<file path="src/rtl/bcd_ctrl_pkg.sv">
// Shared types and helpers for the sequential binary-to-BCD controller.
package bcd_ctrl_pkg;

    typedef enum logic [1:0] {IDLE, SHIFT, DONE} state_t;

    localparam int unsigned DIGIT_W = 4;

    function automatic logic [3:0] add3(logic [3:0] d);
        return (d >= 4'd5) ? d + 4'd3 : d;
    endfunction

endpackage

</file>
<file path="src/rtl/bcd_digit_scan.sv">
// Multiplexed 7-seg digit scanner: free-running slot timer, one-cold anode select, digit mux.
// Optional leading-zero blanking when BCD_BLANK_EN is defined.
module bcd_digit_scan
    import bcd_ctrl_pkg::*;
#(
    parameter int unsigned DIGITS   = 4,
    parameter int unsigned SCAN_DIV = 100000
) (
    input  logic                       clk,
    input  logic                       rst_n,
    input  logic [DIGIT_W*DIGITS-1:0]  bcd,
    output logic [DIGITS-1:0]          an,
    output logic [DIGIT_W-1:0]         digit
);

    localparam int unsigned TICK_W = (SCAN_DIV > 1) ? $clog2(SCAN_DIV) : 1;
    localparam int unsigned IDX_W  = (DIGITS > 1) ? $clog2(DIGITS) : 1;

    logic [TICK_W-1:0] tick;
    logic [IDX_W-1:0]  idx;
    logic [DIGITS-1:0] blank;

    always_ff @(posedge clk or negedge rst_n) begin
        if (!rst_n) begin
            tick <= '0;
            idx  <= '0;
        end else if (tick == TICK_W'(SCAN_DIV - 1)) begin
            tick <= '0;
            idx  <= (idx == IDX_W'(DIGITS - 1)) ? '0 : idx + IDX_W'(1);
        end else begin
            tick <= tick + TICK_W'(1);
        end
    end

`ifdef BCD_BLANK_EN
    // A digit is blanked when it and every digit above it are zero; digit 0 never blanks.
    always_comb begin
        logic zero_above;
        zero_above = 1'b1;
        blank      = '0;
        for (int i = DIGITS - 1; i >= 1; i--) begin
            zero_above = zero_above && (bcd[DIGIT_W*i +: DIGIT_W] == '0);
            blank[i]   = zero_above;
        end
    end
`else
    assign blank = '0;
`endif

    always_comb begin
        an    = '1;
        digit = '0;
        for (int i = 0; i < DIGITS; i++) begin
            if (idx == IDX_W'(i)) begin
                an[i] = blank[i];
                digit = bcd[DIGIT_W*i +: DIGIT_W];
            end
        end
    end

endmodule

</file>
<file path="src/rtl/bcd_seq_ctrl.sv">
// Sequential binary-to-BCD controller (double dabble, one bit per clock) with display scan.
// Define BCD_BLANK_EN to enable leading-zero blanking on the scanned display.
module bcd_seq_ctrl
    import bcd_ctrl_pkg::*;
#(
    parameter int unsigned IN_W     = 11,
    parameter int unsigned DIGITS   = 4,
    parameter int unsigned SCAN_DIV = 100000
) (
    input  logic                       clk,
    input  logic                       rst_n,
    input  logic                       in_valid,
    output logic                       in_ready,
    input  logic [IN_W-1:0]            in_bin,
    output logic                       out_valid,
    output logic [DIGIT_W*DIGITS-1:0]  bcd,
    output logic                       busy,
    output logic [DIGITS-1:0]          an,
    output logic [DIGIT_W-1:0]         digit
);

    localparam int unsigned ACC_W = DIGIT_W * DIGITS;
    localparam int unsigned CNT_W = $clog2(IN_W + 1);

    state_t            state;
    logic [IN_W-1:0]   shreg;
    logic [ACC_W-1:0]  acc;
    logic [ACC_W-1:0]  acc_adj;
    logic [ACC_W-1:0]  acc_next;
    logic [CNT_W-1:0]  count;

    // Digits are adjusted independently; the top bit falls off the shift and is always 0 for
    // legal parameter choices.
    always_comb begin
        for (int i = 0; i < DIGITS; i++) begin
            acc_adj[DIGIT_W*i +: DIGIT_W] = add3(acc[DIGIT_W*i +: DIGIT_W]);
        end
        acc_next = ACC_W'({acc_adj, shreg[IN_W-1]});
    end

    always_ff @(posedge clk or negedge rst_n) begin
        if (!rst_n) begin
            state     <= IDLE;
            shreg     <= '0;
            acc       <= '0;
            count     <= '0;
            bcd       <= '0;
            out_valid <= 1'b0;
            busy      <= 1'b0;
            in_ready  <= 1'b1;
        end else begin
            unique case (state)
                IDLE: begin
                    if (in_valid) begin
                        shreg    <= in_bin;
                        acc      <= '0;
                        count    <= CNT_W'(IN_W);
                        state    <= SHIFT;
                        in_ready <= 1'b0;
                        busy     <= 1'b1;
                    end
                end
                SHIFT: begin
                    acc   <= acc_next;
                    shreg <= shreg << 1;
                    count <= count - CNT_W'(1);
                    if (count == CNT_W'(1)) begin
                        state     <= DONE;
                        bcd       <= acc_next;
                        out_valid <= 1'b1;
                    end
                end
                DONE: begin
                    state     <= IDLE;
                    out_valid <= 1'b0;
                    busy      <= 1'b0;
                    in_ready  <= 1'b1;
                end
                default: begin
                    state     <= IDLE;
                    out_valid <= 1'b0;
                    busy      <= 1'b0;
                    in_ready  <= 1'b1;
                end
            endcase
        end
    end

    bcd_digit_scan #(
        .DIGITS   (DIGITS),
        .SCAN_DIV (SCAN_DIV)
    ) u_scan (
        .clk   (clk),
        .rst_n (rst_n),
        .bcd   (bcd),
        .an    (an),
        .digit (digit)
    );

endmodule

</file>
<file path="config.mk">
export PLATFORM = sky130hd
export DESIGN_NAME = bcd_seq_ctrl
export DESIGN_NICKNAME = d
export VERILOG_FILES = /design/src/rtl/bcd_ctrl_pkg.sv /design/src/rtl/bcd_digit_scan.sv /design/src/rtl/bcd_seq_ctrl.sv
export SDC_FILE = /design/constraint.sdc
export NUM_CORES = 1
export LEC_CHECK = 0
export CORE_MARGIN = 8
export CORE_UTILIZATION = 35
export CTS_CLUSTER_DIAMETER = 30
export DETAILED_ROUTE_END_ITERATION = 12
export SKIP_LAST_GASP = 1
export SLEW_MARGIN = 5
export SYNTH_ARGS = -nofsm -noshare
export SYNTH_HDL_FRONTEND = slang
export SYNTH_SLANG_ARGS = --single-unit
</file>
<file path="constraint.sdc">
create_clock -name clk -period 4.2 [get_ports clk]
set_input_delay 1.26 -clock clk [delete_from_list [all_inputs] [get_ports clk]]
set_output_delay 1.26 -clock clk [all_outputs]
set_load 0.02 [all_outputs]
</file>
-- After elaboration in Yosys (flattened, before gate mapping)
Cells that the tools add are included.
- add/sub/neg operators: 7
- order comparisons: 4
- eq/ne operators: 8
- multiplexer cells: 29
- bitwise logic cells: 2
- reductions and logical operators: 8
- operators with widths (operator ; count):
    4-bit 2-to-1 mux ; 8
    16-bit one-hot mux with 2 select lines ; 1
    11-bit one-hot mux with 2 select lines ; 1
    17-bit by 1-bit adder with 17-bit output (second input constant) ; 1
    17-bit equality test (second input constant) ; 1
    17-bit 2-to-1 mux ; 1
    4-bit by 3-bit greater-or-equal comparator with 1-bit output (second input constant) ; 4
    16-bit 2-to-1 mux ; 1
    4-bit by 2-bit adder with 4-bit output (second input constant) ; 3
    11-bit 2-to-1 mux ; 1
    2-bit AND reduction ; 5
    4-bit one-hot mux with 2 select lines ; 1
    1-bit 2-to-1 mux ; 7
    2-bit 2-to-1 mux ; 3
    1-bit one-hot mux with 2 select lines ; 3
    2-bit by 1-bit equality test with 1-bit output (second input constant) ; 2
    2-bit equality test (second input constant) ; 2
    4-bit by 1-bit equality test with 1-bit output (second input constant) ; 1
    2-bit zero test ; 2
    2-bit != test (second input constant) ; 2
    2-bit one-hot mux with 2 select lines ; 1
    4-bit by 1-bit subtractor with 4-bit output (second input constant) ; 1
    3-bit by 2-bit adder with 3-bit output (second input constant) ; 1
    3-bit 2-to-1 mux ; 1
    3 further kinds ; 4
- register bits: 71
- word-level logic and storage cells: 68

-- Depth between registers and ports, before layout
- depth in word-level cells: 5
- gate-level depth with buffers: 7
- gate-level depth less buffers: 6

-- By module
From an unflattened synthesis, not the netlist that was laid out.
- cell total of the unflattened synthesis: 359
- area total of the unflattened synthesis: 3649.8 um^2
- by module, submodules not included (module ; times used ; cells an instance ; area an instance (um^2) ; sequential area each (um^2)):
    bcd_seq_ctrl ; 1 ; 244 ; 2561.2 ; 1302.5
    bcd_digit_scan ; 1 ; 115 ; 1088.5 ; 475.5

-- Least setup slack after synthesis
Ideal clock, no wire load.
- kind: reg2out
- start point: reg u_scan.idx[0]
- end point: out digit[0]
- arrival time: 1.578 ns
- data required time: 2.940 ns
- slack: 1.362 ns
- cell stages (with the launch flop): 7
- path buffers: 0
- cells stage by stage: dfrtp_1 -> inv_1 -> ha_1 -> inv_1 -> nor2_1 -> a221oi_1 -> o31ai_1
- word-level cells in the longest chain between the ends: 5
- elaborated cells on any way between the ends: 8
- those cells by class: 3 x eq/ne; 4 x mux; 1 x reduce/logical
- ends and longest elaborated chain (what ; line ; RTL):
    start: declaration ; bcd_digit_scan.sv:20 ; logic [IDX_W-1:0] idx;
    start signal: assignment ; bcd_digit_scan.sv:29 ; idx <= (idx == IDX_W'(DIGITS - 1)) ? '0 : idx + IDX_W'(1);
    2-bit zero test ; bcd_digit_scan.sv:54 ; if (idx == IDX_W'(i)) begin
    4-bit 2-to-1 mux (3 in a row) ; bcd_digit_scan.sv:54 ;
    4-bit 2-to-1 mux * ; bcd_digit_scan.sv:54 ;
    end: declaration ; bcd_seq_ctrl.sv:19 ; output logic [DIGIT_W-1:0] digit
Mark *: on every way between the ends. The rest lies on a longest branch, timed or not.

-- Worst setup path in the final report
- start point: reg u_scan.idx[1]
- end point: out digit[0]
Same word-level chain as after synthesis.

==> results.sh <==
export IMPL_period_needed_ns=3.562
export IMPL_ys_warn_count=0
export IMPL_wirelength_microns=7871
export IMPL_critPathCaptureType="output pin"
export IMPL_skew_ns=0.01023
export IMPL_ctsHtreeMaxLevel=3
export IMPL_arrival_ns=2.30
export IMPL_drv_cap=0
export IMPL_postCtsHoldBufs=0
export IMPL_p_per_area_mw_per_mm2=675.3
export IMPL_slew_viol_final=0
export IMPL_drc=0
export IMPL_cts_setup_buffers=0
export IMPL_ys_top_cells_by_count="dfrtp_1, nand2_1, o21ai_0"
export IMPL_met1_usage_pct=15.96
export IMPL_grtUsageMet2_pct=20.19
export IMPL_grt_use_total_pct=12.78
export IMPL_drive_gt1_share_pct=9.750
export IMPL_synth_top_flop_cell="dfrtp_1"
export IMPL_place_area_sq_mm=0.004025
export IMPL_io_buffers=40
export IMPL_fp_dieW_microns=115.6
export IMPL_grt_remaining_overflow=0
export IMPL_clock_fmax_mhz=280.7
export IMPL_n_antenna_cell=0
export IMPL_yosysMostFrequentCell="dfrtp_1"
export IMPL_synth_fp_nets=381
export IMPL_routed_via_count=2653
export IMPL_via_per_inst=4.977
export IMPL_ys_types=45
export IMPL_start_util_pct=35.84
export IMPL_cts_resized=0
export IMPL_slew_headroom_pct=47.07
export IMPL_worstPathRequired_ns=2.94
export IMPL_crit_path_start_kind="register"
export IMPL_area_growth_pct=21.41
export IMPL_dieArea_sq_mm=0.01336
export IMPL_antenna_found_initial=0
export IMPL_grt_first_pass_wirelength_microns=13360
export IMPL_grt_use_met3_pct=3.856
export IMPL_place_inst=517
export IMPL_synth_seq_cells=71
export IMPL_finish_utilization_pct=43.51
export IMPL_post_route_period_util_pct=84.81
export IMPL_grt_pass1_vias=2655
export IMPL_ios=41
export IMPL_critPathMaxFanout=6
export IMPL_gp_congestion=0.7483
export IMPL_syn_area_per_cell_sq_um=9.860
export IMPL_rsz0062_at_grt="false"
export IMPL_clkSinkCount=71
export IMPL_nNetsFinal=424
export IMPL_status="completed"
export IMPL_drtPass1Iterations=4
export IMPL_hold_viol=0
export IMPL_hold_path_class="register to register"
export IMPL_final_area_sq_mm=0.004214
export IMPL_power_leakage_uw=0.001818
export IMPL_hold_ws_ns=0.4801
export IMPL_clk_insertion_delay_late_ns=0.35
export IMPL_synth_edf_count=0
export IMPL_critPathKind="register to output pin"
export IMPL_coreArea_sq_mm=0.009684
export IMPL_setup_viol=0
export IMPL_cts_root_buf="clkbuf_8"
export IMPL_synthTopCellsByArea="dfrtp_1, nand2_1, ha_1, o21ai_0, xnor2_1"
export IMPL_hpwl_microns=5734
export IMPL_vdd_drop_max_uv=200.3
export IMPL_worst_pin_slew_ns=0.7939
export IMPL_tritoncts="built"
export IMPL_synth_top_area_share_pct=50.47
export IMPL_fill_cells=938
export IMPL_grt_busiest_layer="met2"
export IMPL_clkTransAtPathRegs_ns=0.08
export IMPL_multiInputGateArea_sq_mm=0.001560
export IMPL_grt_max_degree=39
export IMPL_drt_iter0_markers=164
export IMPL_wire_per_inst_microns=14.77
export IMPL_cts_buffers=9
export IMPL_cts_max_path_buffers=2
export IMPL_fin_cells=533
export IMPL_fp_dieH_microns=115.6
export IMPL_final_antenna_net_count=0
export IMPL_setup_tns_ns=0
export IMPL_synthCells=352
export IMPL_synth_top_cell_by_area="dfrtp_1"
export IMPL_synthArstFlopShare_pct=100.0
export IMPL_yosysSeqAreaShare_pct=51.23
export IMPL_register_area_sq_mm=0.001778
export IMPL_syn_area_sq_mm=0.003471
export IMPL_rows=36
critical path, cell delays in order, from the launching register on:
cell and delay, ns:
dfrtp_1 0.38, inv_1 0.07, ha_1 0.25, nor2_1 0.23
a221oi_1 0.12, o31ai_1 0.24, clkdlybuf4s50_1 0.66
area by class of cell:
type / instances / share of cell area, %
Clock inverter: 6 / 1.455
Multi-Input combinational cell: 248 / 37.03
Sequential cell: 71 / 42.19
Inverter: 20 / 1.781
Tap cell: 133 / 3.949
Timing Repair Buffer: 45 / 10.57
Clock buffer: 10 / 3.028
through the flow:
step / total power (uW) / worst slack [ns]
floorplan: 1864 / 1.362
global placement: 2312 / 1.106
detailed placement: 2351 / 1.028
CTS: 2888 / 0.6391
global route: 3074 / 0.5125
finish: 2846 / 0.6381
cell families after synthesis:
logic type               after synthesis  share of synthesized area (%)
flip-flops                            71                          51.23
buffers and inverters                 33                          3.821
AO/OA/AOI/OAI                         77                          12.98
XOR/XNOR                              18                          4.542
multiplexers                           7                          2.235
adder cells (fa/ha/maj)               15                          5.407
AND/OR/NAND/NOR                      131                          19.79
power by group:
part | switching [uW] | leakage [uW] | internal, uW
registers | 207 | 0.000892 | 917
logic | 670 | 0.000829 | 526
clock network | 253 | 0.0000960 | 272
total | 1130 | 0.00182 | 1720
state kept, by name (all words and copies together) (netlist names):
| name | cells |
|---|---|
| acc | 16 |
| bcd | 16 |
| busy | 1 |
| count | 4 |
| in_ready | 1 |
| out_valid | 1 |
| shreg | 11 |
| state | 2 |
| u_scan.idx | 2 |
| u_scan.tick | 17 |
routing by layer:
metal	vias up	wire, microns
met5	-	0
met4	0	179
met3	12	341
met2	58	3813
met1	1272	3537
li1	1311	-
final timing paths:
path	endpoint	cells past startpoint	startpoint	slack, ns
max	digit[0]	6	u_scan.idx[1]	0.64
min	shreg[4]	2	shreg[4]	0.48
max reg2reg	bcd[0]	5	count[1]	2.01
min reg2reg	shreg[4]	2	shreg[4]	0.48
max in group asynchronous	bcd[5]	2	rst_n	2.53
min in group asynchronous	u_scan.tick[8]	1	rst_n	1.00
cells in the final DEF, fill, tap and decap left out, drive strengths merged, types with 3 or more instances in the layout:
master / netlist / layout
dfrtp: 70 / 70
nand2: 55 / 55
clkdlybuf4s50: 0 / 39
o21ai: 38 / 38
inv: 20 / 20
nand3: 17 / 17
nor2: 17 / 17
ha: 15 / 15
xnor2: 14 / 14
a21oi: 13 / 13
a22oi: 10 / 10
clkbuf: 6 / 10
nor3: 8 / 8
o31ai: 6 / 6
nand2b: 6 / 6
nand4: 6 / 6
mux2: 6 / 6
buf: 7 / 6
nor3b: 5 / 5
xor2: 4 / 4
a221oi: 4 / 4
or3b: 4 / 4
a31oi: 4 / 4
clkinv: 0 / 4
and4: 3 / 3
(Power assumes the default switching activity.)
